`src/rtl/blk_pos_ctrl_if.sv`:
```
// Frame-timing, push-button and block-position signals between the game-logic stage and its neighbours.
interface blk_pos_ctrl_if;
    logic        vsync;
    logic        btn_up;
    logic        btn_down;
    logic        btn_left;
    logic        btn_right;
    logic        btn_centre;
    logic [10:0] blkpos_x;
    logic [9:0]  blkpos_y;
    logic        moving;

    modport master (
        output vsync, btn_up, btn_down, btn_left, btn_right, btn_centre,
        input  blkpos_x, blkpos_y, moving
    );

    modport slave (
        input  vsync, btn_up, btn_down, btn_left, btn_right, btn_centre,
        output blkpos_x, blkpos_y, moving
    );
endinterface

```
`src/rtl/blk_pos_ctrl.sv`:
```
// Moves a 33x33 block from push buttons once per frame at the vsync falling edge,
// with a held-direction speed ramp and clamping inside the screen border.
module blk_pos_ctrl #(
    parameter int X_MIN        = 10,
    parameter int X_MAX        = 1237,
    parameter int Y_MIN        = 10,
    parameter int Y_MAX        = 757,
    parameter int X_INIT       = 624,
    parameter int Y_INIT       = 384,
    parameter int STEP_MAX     = 8,
    parameter int ACCEL_FRAMES = 4
) (
    input  logic          clk,
    input  logic          rst_n,
    blk_pos_ctrl_if.slave bus
);

    localparam int CNT_W = (ACCEL_FRAMES > 1) ? $clog2(ACCEL_FRAMES) : 1;
    localparam logic signed [11:0] X_MIN_S = 12'(X_MIN);
    localparam logic signed [11:0] X_MAX_S = 12'(X_MAX);
    localparam logic signed [11:0] Y_MIN_S = 12'(Y_MIN);
    localparam logic signed [11:0] Y_MAX_S = 12'(Y_MAX);

    typedef enum logic {IDLE, MOVE} state_t;

    // Bit order: {up, down, left, right, centre}
    logic [4:0]       btn_s1_q, btn_s2_q;
    logic             vs_s1_q, vs_s2_q, vs_prev_q;
    logic             tick;
    logic signed [1:0] dx, dy;
    logic             active;

    logic [10:0]      x_q, x_d;
    logic [9:0]       y_q, y_d;
    logic [3:0]       speed_q, speed_d;
    logic [CNT_W-1:0] cnt_q, cnt_d;
    state_t           state_q, state_d;
    logic             moving_q, moving_d;

    // Add the signed step to a position and saturate into [lo, hi]; no wrap is possible.
    function automatic logic signed [11:0] sat_step(
        input logic signed [11:0] pos,
        input logic signed [1:0]  dir,
        input logic [3:0]         spd,
        input logic signed [11:0] lo,
        input logic signed [11:0] hi
    );
        logic signed [11:0] delta;
        logic signed [11:0] sum;
        delta = $signed({8'd0, spd});
        if (dir < 0)       delta = -delta;
        else if (dir == 0) delta = '0;
        sum = pos + delta;
        if (sum < lo) return lo;
        if (sum > hi) return hi;
        return sum;
    endfunction

    always_ff @(posedge clk or negedge rst_n) begin
        if (!rst_n) begin
            btn_s1_q  <= '0;
            btn_s2_q  <= '0;
            vs_s1_q   <= 1'b1;
            vs_s2_q   <= 1'b1;
            vs_prev_q <= 1'b1;
        end else begin
            btn_s1_q  <= {bus.btn_up, bus.btn_down, bus.btn_left, bus.btn_right, bus.btn_centre};
            btn_s2_q  <= btn_s1_q;
            vs_s1_q   <= bus.vsync;
            vs_s2_q   <= vs_s1_q;
            vs_prev_q <= vs_s2_q;
        end
    end

    assign tick   = !vs_s2_q && vs_prev_q;
    assign dx     = $signed({1'b0, btn_s2_q[1]}) - $signed({1'b0, btn_s2_q[2]});
    assign dy     = $signed({1'b0, btn_s2_q[3]}) - $signed({1'b0, btn_s2_q[4]});
    assign active = (dx != 0) || (dy != 0);

    always_comb begin
        x_d      = x_q;
        y_d      = y_q;
        speed_d  = speed_q;
        cnt_d    = cnt_q;
        state_d  = state_q;
        if (tick) begin
            if (btn_s2_q[0]) begin
                x_d     = 11'(X_INIT);
                y_d     = 10'(Y_INIT);
                speed_d = 4'd1;
                cnt_d   = '0;
                state_d = IDLE;
            end else if (active) begin
                // The move uses the speed held before this tick's ramp update.
                x_d = 11'(sat_step($signed({1'b0, x_q}), dx, speed_q, X_MIN_S, X_MAX_S));
                y_d = 10'(sat_step($signed({2'b00, y_q}), dy, speed_q, Y_MIN_S, Y_MAX_S));
                if (cnt_q == CNT_W'(ACCEL_FRAMES - 1)) begin
                    cnt_d   = '0;
                    speed_d = (speed_q < 4'(STEP_MAX)) ? speed_q + 4'd1 : 4'(STEP_MAX);
                end else begin
                    cnt_d = cnt_q + CNT_W'(1);
                end
                state_d = MOVE;
            end else begin
                speed_d = 4'd1;
                cnt_d   = '0;
                state_d = IDLE;
            end
        end
        moving_d = (state_d == MOVE);
    end

    always_ff @(posedge clk or negedge rst_n) begin
        if (!rst_n) begin
            x_q      <= 11'(X_INIT);
            y_q      <= 10'(Y_INIT);
            speed_q  <= 4'd1;
            cnt_q    <= '0;
            state_q  <= IDLE;
            moving_q <= 1'b0;
        end else begin
            x_q      <= x_d;
            y_q      <= y_d;
            speed_q  <= speed_d;
            cnt_q    <= cnt_d;
            state_q  <= state_d;
            moving_q <= moving_d;
        end
    end

    assign bus.blkpos_x = x_q;
    assign bus.blkpos_y = y_q;
    assign bus.moving   = moving_q;

endmodule

```
`src/flat_wrapper.sv`:
```
// flat-port wrapper written by rule: the top's interface ports become plain ports
module blk_pos_ctrl_flat 
#(
    parameter int X_MIN        = 10,
    parameter int X_MAX        = 1237,
    parameter int Y_MIN        = 10,
    parameter int Y_MAX        = 757,
    parameter int X_INIT       = 624,
    parameter int Y_INIT       = 384,
    parameter int STEP_MAX     = 8,
    parameter int ACCEL_FRAMES = 4
)
  (clk, rst_n, bus_vsync, bus_btn_up, bus_btn_down, bus_btn_left, bus_btn_right, bus_btn_centre, bus_blkpos_x, bus_blkpos_y, bus_moving);
  blk_pos_ctrl_if bus_i ();
  input  logic clk;
  input  logic rst_n;
  input wire logic [$bits(bus_i.vsync)-1:0] bus_vsync;
  input wire logic [$bits(bus_i.btn_up)-1:0] bus_btn_up;
  input wire logic [$bits(bus_i.btn_down)-1:0] bus_btn_down;
  input wire logic [$bits(bus_i.btn_left)-1:0] bus_btn_left;
  input wire logic [$bits(bus_i.btn_right)-1:0] bus_btn_right;
  input wire logic [$bits(bus_i.btn_centre)-1:0] bus_btn_centre;
  output wire logic [$bits(bus_i.blkpos_x)-1:0] bus_blkpos_x;
  output wire logic [$bits(bus_i.blkpos_y)-1:0] bus_blkpos_y;
  output wire logic [$bits(bus_i.moving)-1:0] bus_moving;
  assign bus_i.vsync = bus_vsync;
  assign bus_i.btn_up = bus_btn_up;
  assign bus_i.btn_down = bus_btn_down;
  assign bus_i.btn_left = bus_btn_left;
  assign bus_i.btn_right = bus_btn_right;
  assign bus_i.btn_centre = bus_btn_centre;
  assign bus_blkpos_x = bus_i.blkpos_x;
  assign bus_blkpos_y = bus_i.blkpos_y;
  assign bus_moving = bus_i.moving;
  blk_pos_ctrl #(.X_MIN(X_MIN), .X_MAX(X_MAX), .Y_MIN(Y_MIN), .Y_MAX(Y_MAX), .X_INIT(X_INIT), .Y_INIT(Y_INIT), .STEP_MAX(STEP_MAX), .ACCEL_FRAMES(ACCEL_FRAMES)) u_core (.clk(clk), .rst_n(rst_n), .bus(bus_i));
endmodule
```
`config.mk`:
```
export PLATFORM = sky130hd
export DESIGN_NAME = blk_pos_ctrl_flat
export DESIGN_NICKNAME = d
export VERILOG_FILES = /design/src/rtl/blk_pos_ctrl_if.sv /design/src/rtl/blk_pos_ctrl.sv /design/src/flat_wrapper.sv
export SDC_FILE = /design/constraint.sdc
export NUM_CORES = 1
export LEC_CHECK = 0
export ABC_AREA = 1
export BUFFER_PORTS_ARGS = -buffer_cell sky130_fd_sc_hd__buf_2
export CORE_MARGIN = 4
export CORE_UTILIZATION = 62
export CTS_BUF_LIST = sky130_fd_sc_hd__clkbuf_16
export CTS_CLUSTER_DIAMETER = 60
export CTS_CLUSTER_SIZE = 25
export DETAILED_ROUTE_END_ITERATION = 8
export PLACE_DENSITY = 0.83
export SETUP_SLACK_MARGIN = 0.1
export SYNTH_ARGS = -nofsm -noshare
export SYNTH_HDL_FRONTEND = slang
export SYNTH_SLANG_ARGS = --single-unit
```
`constraint.sdc`:
```
create_clock -name clk -period 8.7 [get_ports clk]
set_input_delay 2.61 -clock clk [delete_from_list [all_inputs] [get_ports clk]]
set_output_delay 2.61 -clock clk [all_outputs]
set_load 0.02 [all_outputs]
```
==> reports/metrics.csv <==
metric;value;unit
status;finished, final reports clean;
Max Fclk;275;MHz
kind of critical path;reg2out;
post_cts resized;0;
hold slack;354;ps
Die Area;0.00648;mm²
type of the worst min-delay path;reg2reg;
Detailed Route Iter0 Violations;195;
Routed Wire Length;8250;µm
first-pass GRT wire length;13800;µm
Mapped Area;0.00326;mm²
ys async rst share;100;%
synth warn;0;
# diodes;0;
Final Hold Viols;0;
H-tree levels;2;
worst path required time;6090;ps
most common cell in the synthesized netlist;nand2_1;
routed length per placed instance;14.6;µm
post-CTS setup buffers;0;
worst-skew pair later-pin latency;290;ps
total gr overflow;0;
clock buffer count from CTS;5;
Post-DP HPWL;6140;µm
maxcap violations;0;
crit path launch type;flop;
residual DRC count;0;
CTS sink cnt;41;
CP max stage delay;570;ps
Final Util;70.9;%
Area contributors post-synth;dfrtp_1 24%, nand2_1 16%, ha_1 8.8%;
IO buf count;29;
Starting Density;63.8;%
GP Congestion;0.930;
Clock Root Buffer;clkbuf_16;
P&R area growth vs syn;11.1;%
CP max-delay cell;dfstp_2;
DR vias/cell;5.63;
RSZ-0062 raised after global routing;no;
worst-margin pin slew;1130;ps
static leakage;0.00204;µW
Psw;507;µW
period utilisation layout;41.8;%
synth unique cells;39;
CTS max path bufs;2;
crit path DAT;1030;ps
internal cell power;537;µW
CTS tree;done;
Worst Skew;4.27;ps
combinational power share;55.1;%
DRT Pass-1 Iters;5;
antenna-violating nets left;0;
hold_sp;u_core.btn_s1_q[3];
critical path's top delay family;flip-flops;
clock network fraction of total power;18.0;%
largest net degree at the start of global routing;42;
fin nets;528;
register area share after synthesis;31.9;%
Post-Syn Area per Cell;7.05;µm²
Slew headroom;24.9;%
EDFF count, synth;0;
FF+latch count, synth;41;
Post-CTS Hold Fix Bufs;0;
CTS clk-pin slew, worst paths;60;ps
post-synthesis instance total;462;
initial antenna violation count;0;
TNS Setup;0;ps
die height;80.5;µm
synthesized net count;495;
vias in the first global route;3099;
Max Slew Vio Count;0;
fin crit period;3640;ps
CP Capture Type;output pin;
area of the core;0.00511;mm²
crit-path max FO;4;
Synth area leader;dfrtp_1;
final instance area;0.00362;mm²
share of layout cells above drive strength 1;18.5;%
row cnt;26;
reg2reg start;u_core.btn_s2_q[3];
GRT Total Usage;27.6;%
pwr/cell area;289;mW/mm²
VDD IR max;0.208;mV
Tot Pwr;1040;µW
Vias;3186;
crit-path cells;buf_2;
DP Area;0.00347;mm²
io pins;30;
Sw Share;48.6;%
Commonest cells post-synth;139 x nand2_1, 58 x inv_1, 36 x nand3_1;
Flop pwr share;26.9;%
Buf/Inv on CP;1;
Top FF cell, synth;dfrtp_1;
chip width;80.5;µm
Setup crit start;u_core.bus.blkpos_x[5];
area fraction of the dominant cell type after synthesis;23.8;%
final setup fails;0;
## state kept, by name, summed over array words and instances (netlist names)
signal,count
u_core.bus.blkpos_x,11
u_core.btn_s2_q,5
u_core.state_q,1
u_core.speed_q,4
u_core.cnt_q,2
u_core.vs_s1_q,1
u_core.btn_s1_q,5
u_core.vs_s2_q,1
u_core.bus.blkpos_y,10
u_core.vs_prev_q,1
## kinds of logic after synthesis
group,synth area share [%]
simple gates,38.5
buf+inv,8.37
compound gates,9.60
flops,31.9
fa+ha+maj,10.1
xor+xnor,1.61
## stage by stage
stage | worst slack [ps] | cells
after floorplan | 5490 | 462
after global placement | 5320 | 558
after detailed placement | 5290 | 558
after CTS | 5060 | 566
after global routing | 4760 | 566
final | 5060 | 566
## worst paths after layout
check	to	slack, ps	depth (start not counted)
worst min-delay path	u_core.btn_s2_q[3]	350	0
max in group asynchronous	u_core.bus.blkpos_x[1]	5670	1
worst max-delay path	bus_blkpos_x[5]	5060	1
min in group asynchronous	u_core.btn_s1_q[4]	2460	1
worst min register to register	u_core.btn_s2_q[3]	350	0
worst max register to register	u_core.bus.blkpos_y[1]	5240	22
## final cells by class
cell class | instances | area [µm²]
sequential | 41 | 1040
clock buffer | 5 | 125
timing repair buffer | 30 | 153
inverter | 65 | 248
clock inverter | 3 | 22.5
multi-input combinational | 352 | 1950
fill | 434 | 1490
tap | 70 | 87.6
## power groups by stage
stage / Clock [µW] / Combinational (µW) / Sequential, µW
after floorplan: 0 / 395 / 316
after global placement: 0 / 544 / 281
after detailed placement: 0 / 561 / 283
after CTS: 188 / 568 / 281
after global routing: 199 / 646 / 287
final: 188 / 576 / 282
## metal layers
layer | vias up | global-route usage [%] | share of wire (%)
li1 | 1557 | - | -
met1 | 1467 | 33.2 | 41
met2 | 128 | 47.4 | 50
met3 | 34 | 5.61 | 6.0
met4 | 0 | 12.3 | 3.3
met5 | - | 0 | 0
## cell usage in the layout, fill, tap and decap left out, types with 2 or more instances in the layout
cell type and n:
inv_1 58, nand2_2 14, clkinv_4 2, a21oi_1 31, inv_2 5, nor3_1 2
xor2_1 2, nand3_1 36, ha_1 23, xnor2_1 4, or2_2 2, buf_2 29
dfrtp_1 31, nand2_4 6, dfstp_2 10, nand2_1 139, nand3b_1 5, clkbuf_16 5
o21ai_0 15, nand4_1 10, nor2_2 5, clkinv_2 2, fa_1 2, nor2_4 4
nand3_2 4, nor2_1 34, o21ai_1 3
Power figures use the tool's default switching activity.
